**config.mk**
```make
export PLATFORM = sky130hd
export DESIGN_NAME = game_flow_ctrl
export DESIGN_NICKNAME = d
export VERILOG_FILES = /design/src/rtl/game_pkg.sv /design/src/rtl/game_flow_ctrl_btn_edge_detect.sv /design/src/rtl/game_flow_ctrl.sv
export SDC_FILE = /design/constraint.sdc
export NUM_CORES = 1
export LEC_CHECK = 0
export BUFFER_PORTS_ARGS = -buffer_cell sky130_fd_sc_hd__buf_2
export CORE_ASPECT_RATIO = 0.5
export CORE_MARGIN = 4
export CORE_UTILIZATION = 55
export DETAILED_ROUTE_END_ITERATION = 6
export PLACE_DENSITY = 0.75
export SLEW_MARGIN = 20
export SYNTH_ARGS = -nofsm -noshare
export SYNTH_HDL_FRONTEND = slang
export SYNTH_SLANG_ARGS = --single-unit
```
**constraint.sdc**
```tcl
create_clock -name clk -period 3.4 [get_ports clk]
set_input_delay 0.51 -clock clk [delete_from_list [all_inputs] [get_ports clk]]
set_output_delay 0.51 -clock clk [all_outputs]
set_load 0.05 [all_outputs]
```
**src/rtl/game_pkg.sv**
```systemverilog
// Shared definitions for the rhythm-game flow controller and its selector blocks.
package game_pkg;

  localparam int STATE_W = 3;

  typedef enum logic [STATE_W-1:0] {
    MAIN_MENU = 3'd0,
    DIFF_SEL  = 3'd1,
    SONG_SEL  = 3'd2,
    GAMEPLAY  = 3'd3,
    RESULTS   = 3'd4
  } game_state_e;

  localparam int DEF_NUM_DIFFICULTIES = 3;
  localparam int DEF_NUM_SONGS        = 8;

  // Bit positions inside the packed button vector; lower index = lower priority.
  localparam int NUM_BTNS  = 4;
  localparam int BTN_RIGHT = 0;
  localparam int BTN_LEFT  = 1;
  localparam int BTN_DOWN  = 2;
  localparam int BTN_UP    = 3;

endpackage

```
**src/rtl/game_flow_ctrl_btn_edge_detect.sv**
```systemverilog
// Rising-edge detector for a vector of debounced, synchronised button levels.
module btn_edge_detect #(
  parameter int N = 4
) (
  input  logic         clk,
  input  logic         rst,
  input  logic [N-1:0] btn,
  output logic [N-1:0] btn_edge
);

  logic [N-1:0] prev_q;
  logic [N-1:0] prev_d;

  always_comb begin
    prev_d = btn;
  end

  // History resets to ones so a button held through reset yields no edge.
  always_ff @(posedge clk) begin
    if (rst) prev_q <= '1;
    else     prev_q <= prev_d;
  end

  for (genvar gi = 0; gi < N; gi++) begin : g_edge
    assign btn_edge[gi] = btn[gi] & ~prev_q[gi];
  end

endmodule

```
**src/rtl/game_flow_ctrl.sv**
```systemverilog
// Top-level game-flow FSM: menus, selection registers, gameplay hand-off and timed results.
module game_flow_ctrl
  import game_pkg::*;
#(
  parameter int NUM_DIFFICULTIES   = DEF_NUM_DIFFICULTIES,
  parameter int NUM_SONGS          = DEF_NUM_SONGS,
  parameter int RESULT_HOLD_CYCLES = 100000000
) (
  input  logic                            clk,
  input  logic                            rst,
  input  logic                            btn_up,
  input  logic                            btn_down,
  input  logic                            btn_left,
  input  logic                            btn_right,
  input  logic                            game_over,
  output logic [STATE_W-1:0]              state,
  output logic [$clog2(NUM_DIFFICULTIES)-1:0] difficulty,
  output logic [$clog2(NUM_SONGS)-1:0]    selected_song,
  output logic                            difficulty_sel_en,
  output logic                            song_sel_en,
  output logic                            gameplay_en,
  output logic                            results_en,
  output logic                            game_start
);

  localparam int DIFF_W = $clog2(NUM_DIFFICULTIES);
  localparam int SONG_W = $clog2(NUM_SONGS);
  localparam int CNT_W  = $clog2(RESULT_HOLD_CYCLES);

  logic [NUM_BTNS-1:0] btn_vec;
  logic [NUM_BTNS-1:0] btn_edge;
  logic                any_edge;

  logic [STATE_W-1:0] state_q, state_d;
  logic [DIFF_W-1:0]  diff_q, diff_d;
  logic [SONG_W-1:0]  song_q, song_d;
  logic [CNT_W-1:0]   cnt_q, cnt_d;
  logic               diff_en_q, diff_en_d;
  logic               song_en_q, song_en_d;
  logic               play_en_q, play_en_d;
  logic               res_en_q, res_en_d;
  logic               start_q, start_d;

  assign btn_vec = {btn_up, btn_down, btn_left, btn_right};

  btn_edge_detect #(.N(NUM_BTNS)) u_btn_edge (
    .clk      (clk),
    .rst      (rst),
    .btn      (btn_vec),
    .btn_edge (btn_edge)
  );

  assign any_edge = |btn_edge;

  always_comb begin
    state_d = state_q;
    diff_d  = diff_q;
    song_d  = song_q;
    cnt_d   = cnt_q;
    case (state_q)
      MAIN_MENU: if (any_edge) state_d = DIFF_SEL;
      DIFF_SEL: begin
        if (btn_edge[BTN_UP])
          state_d = MAIN_MENU;
        else if (btn_edge[BTN_DOWN])
          state_d = SONG_SEL;
        else if (btn_edge[BTN_LEFT])
          diff_d = (diff_q == '0) ? DIFF_W'(NUM_DIFFICULTIES - 1) : diff_q - DIFF_W'(1);
        else if (btn_edge[BTN_RIGHT])
          diff_d = (diff_q == DIFF_W'(NUM_DIFFICULTIES - 1)) ? '0 : diff_q + DIFF_W'(1);
      end
      SONG_SEL: begin
        if (btn_edge[BTN_UP])
          state_d = DIFF_SEL;
        else if (btn_edge[BTN_DOWN])
          state_d = GAMEPLAY;
        else if (btn_edge[BTN_LEFT])
          song_d = (song_q == '0) ? SONG_W'(NUM_SONGS - 1) : song_q - SONG_W'(1);
        else if (btn_edge[BTN_RIGHT])
          song_d = (song_q == SONG_W'(NUM_SONGS - 1)) ? '0 : song_q + SONG_W'(1);
      end
      GAMEPLAY: begin
        if (game_over) begin
          state_d = RESULTS;
          cnt_d   = CNT_W'(RESULT_HOLD_CYCLES - 1);
        end
      end
      RESULTS: begin
        // Counter loaded with HOLD-1 on entry, so zero marks the last results cycle.
        if (any_edge || cnt_q == '0) state_d = SONG_SEL;
        else                         cnt_d   = cnt_q - CNT_W'(1);
      end
      default: state_d = MAIN_MENU;
    endcase

    diff_en_d = (state_d == DIFF_SEL);
    song_en_d = (state_d == SONG_SEL);
    play_en_d = (state_d == GAMEPLAY);
    res_en_d  = (state_d == RESULTS);
    start_d   = (state_q == SONG_SEL) && (state_d == GAMEPLAY);
  end

  always_ff @(posedge clk) begin
    if (rst) begin
      state_q   <= MAIN_MENU;
      diff_q    <= '0;
      song_q    <= '0;
      cnt_q     <= '0;
      diff_en_q <= 1'b0;
      song_en_q <= 1'b0;
      play_en_q <= 1'b0;
      res_en_q  <= 1'b0;
      start_q   <= 1'b0;
    end else begin
      state_q   <= state_d;
      diff_q    <= diff_d;
      song_q    <= song_d;
      cnt_q     <= cnt_d;
      diff_en_q <= diff_en_d;
      song_en_q <= song_en_d;
      play_en_q <= play_en_d;
      res_en_q  <= res_en_d;
      start_q   <= start_d;
    end
  end

  assign state             = state_q;
  assign difficulty        = diff_q;
  assign selected_song     = song_q;
  assign difficulty_sel_en = diff_en_q;
  assign song_sel_en       = song_en_q;
  assign gameplay_en       = play_en_q;
  assign results_en        = res_en_q;
  assign game_start        = start_q;

endmodule

```
==> flow_summary_export.csv <==
group,metric,value,unit
pwr,p_sw,0.248,mW
timing,post-route-period-util,0.820,
worst_setup_path,arrival,3.00,ns
placed_design,dpl_cell_area,2340,um^2
logic_synthesis,synth_area_leader_cell,"dfxtp_1",
pwr,p_seq_frac,0.548,
floorplanning,boundaryPins,20,
pwr,comb_power_share,0.108,
finish,finalNetCount,277,
logic_synthesis,yosys_warnings,0,
timing,fin_setup_tns,0,ns
logic_synthesis,synth_ff_type,"dfxtp_1",
global_route,antenna_found_initial,0,
job,maxCapViolations,0,
finish,diodes,0,
pwr,p_per_area,399,nW/um^2
timing,timing.final.ws_setup,0.612,ns
logic_synthesis,synth_edf_count,0,
global_route,grt_overflow,0,
global_route,grt_pass1_wl,7680,um
finish,drive_above_1_share,0.194,
timing,setup_viol,0,
min_path,worstHoldStart,"btn_up",
timing,report.final.slew_viol_count,0,
pwr,p_leak,0.929,nW
clock_network,clockBufferDepth,2,
global_route,grt_pass1_vias,1686,
drt,wl,4410,um
pwr,swShare,0.255,
timing,fmax,359,MHz
drt,ant_nets,0,
floorplanning,die-area,5150,um^2
clock_network,cts_htree_levels,2,
timing,hold_viol,0,
drt,dr.pass1.iters,4,
worst_setup_path,r2r_start,"cnt_q[0]$_SDFFE_PP0P_",
finish,final_area,2430,um^2
timing,fin_skew,0.00183,ns
logic_synthesis,synth_fp_nets,260,
clock_network,cts_tree,"built",
min_path,min_path_cells,2,
logic_synthesis,avgSynthCellArea,9.00,um^2
worst_setup_path,endpoint_kind,"flop",
min_path,holdPathEnd,"u_btn_edge.prev_q[3]$_SDFF_PP1_",
placed_design,port_buffers,19,
logic_synthesis,ys_seq_area_frac,0.399,
drt,vias_per_cell,5.72,
clock_network,cts_hold_buf,0,
logic_synthesis,ys_types,43,
clock_network,postCtsSetupBuffers,0,
worst_setup_path,start_kind,"flop",
floorplanning,die_h,52.8,um
logic_synthesis,ys_ff_latch,44,
pwr,internal_power,0.723,mW
timing,hold_ws,0.410,ns
global_route,grt_max_degree,34,
placed_design,place_ws,0.631,ns
clock_network,cts.repair.resized,0,
clock_network,cts-root-buf,"clkbuf_8",
floorplanning,core-area,3640,um^2
pwr,peakVddDrop,0.170,mV
floorplanning,dieWidth,97.6,um
clock_network,clock_latency,0.29,ns
logic_synthesis,synth_common_cells,"dfxtp_1 (44), a21oi_1 (25), xnor2_1 (21)",
clock_network,cts_sinks,44,
worst_setup_path,regToRegEndpoint,"song_sel_en$_SDFF_PP0_",
logic_synthesis,synth_async_sr_flop_share,0,
worst_setup_path,cp_max_fo,7,
timing,period_needed,2.79,ns
clock_network,numCtsBuffers,5,
worst_setup_path,cp.required,3.61,ns
clock_network,clk_pin_slew_worst_paths,0.08,ns
timing,rsz0062_at_grt,"false",
placed_design,gp_congestion,0.802,
outcome,status,"finished, final reports clean",
global_route,grt_usage,0.188,
timing,relSlewSlack,0.453,
timing,tightestPinTransition,0.813,ns
floorplanning,rows,15,
logic_synthesis,yosysMostFrequentCell,"dfxtp_1",
floorplanning,start_util,0.606,
drt,routedWlPerCell,14.0,um
drt,drc,0,
worst_setup_path,reg2reg_depth,8,
pwr,p_clk_frac,0.344,
logic_synthesis,synth_area_leaders,"dfxtp_1 (40%), xnor2_1 (8.3%), a21oi_1 (5.7%)",
drt,drtIter0Drc,82,
min_path,hold_class,"in -> reg",
finish,area_delta_synth_final,10.4,%
logic_synthesis,synth_top_area_share,0.399,
drt,num_vias,1795,
placed_design,hpwl,3130,um
worst_setup_path,path_class,"reg -> reg",
worst_setup_path,rrSetupSlack,0.61,ns
logic_synthesis,syn_inst,245,
logic_synthesis,synth_area,2210,um^2
-- registers in the layout, summed over array words and instances (netlist names), 2 cells and up --
signal             cells
difficulty             2
u_btn_edge.prev_q      4
cnt_q                 27
state                  3
selected_song          3
-- area by class of cell --
type / count / area, um^2
Multi-Input combinational cell: 178 / 1230
Fill cell: 309 / 1210
Sequential cell: 44 / 881
Timing Repair Buffer: 23 / 125
Clock buffer: 6 / 82.6
Tap cell: 51 / 63.8
Inverter: 10 / 37.5
Clock inverter: 2 / 10.0
-- how the worst max path moves through the flow --
stage / start / to / slack (ns)
5_1_grt: cnt_q[0]$_SDFFE_PP0P_ / song_sel_en$_SDFF_PP0_ / 0.46
3_3_place_gp: cnt_q[0]$_SDFFE_PP0P_ / song_sel_en$_SDFF_PP0_ / 0.70
4_1_cts: cnt_q[0]$_SDFFE_PP0P_ / song_sel_en$_SDFF_PP0_ / 0.61
3_5_place_dp: cnt_q[0]$_SDFFE_PP0P_ / song_sel_en$_SDFF_PP0_ / 0.63
2_1_floorplan: cnt_q[0]$_SDFFE_PP0P_ / song_sel_en$_SDFF_PP0_ / 0.77
6_report: cnt_q[0]$_SDFFE_PP0P_ / song_sel_en$_SDFF_PP0_ / 0.61
-- placed cells by master, fill, tap and decap left out, types with 6 or more instances in the layout --
cell type / netlist / layout
nor4_1: 12 / 12
xnor2_1: 21 / 21
a21oi_1: 25 / 25
dfxtp_1: 44 / 44
or3_1: 10 / 10
ha_1: 8 / 8
or2_2: 7 / 7
nor2_1: 17 / 17
nand2b_1: 8 / 8
buf_2: 3 / 19
inv_1: 10 / 10
a211oi_1: 9 / 9
clkbuf_8: 0 / 6
nor3_1: 12 / 12
-- routing by layer --
metal / up-vias / global-route usage / routed length [um]
met5: - / 0 / 0
li1: 911 / - / -
met1: 838 / 0.241 / 2170
met4: 0 / 0.0598 / 44
met2: 39 / 0.310 / 1930
met3: 7 / 0.0571 / 261
-- cell families (layout without fill, tap and decap cells) --
logic type	after synthesis	count (layout)	synth area share
buffers and inverters	23	41	0.0408
flip-flops	44	44	0.399
AO/OA/AOI/OAI	46	46	0.132
AND/OR/NAND/NOR	102	102	0.296
XOR/XNOR	22	22	0.0874
adder cells (fa/ha/maj)	8	8	0.0454
-- power by group through the flow --
stage / clock [mW] / sequential (mW) / combinational [mW]
final: 0.334 / 0.531 / 0.105
after global routing: 0.370 / 0.533 / 0.115
after CTS: 0.345 / 0.532 / 0.105
after detailed placement: 0 / 0.544 / 0.105
after global placement: 0 / 0.544 / 0.103
after floorplan: 0 / 0.558 / 0.0661
-- per-stage QoR --
step | instances | utilization | total power, mW
after CTS | 314 | 0.669 | 0.982
after global routing | 314 | 0.669 | 1.02
after detailed placement | 306 | 0.643 | 0.648
after floorplan | 245 | - | 0.624
final | 314 | 0.669 | 0.971
after global placement | 306 | 0.643 | 0.646
-- critical path: stages (launching register included) --
cell and delay (ns):
dfxtp_1 0.33, inv_1 0.06, ha_1 0.18, or3b_2 0.48
or3_1 0.45, or3_4 0.44, and3_4 0.20, o32a_4 0.32
nor4b_2 0.25
Note: power is estimated with default switching activity, not from simulation.
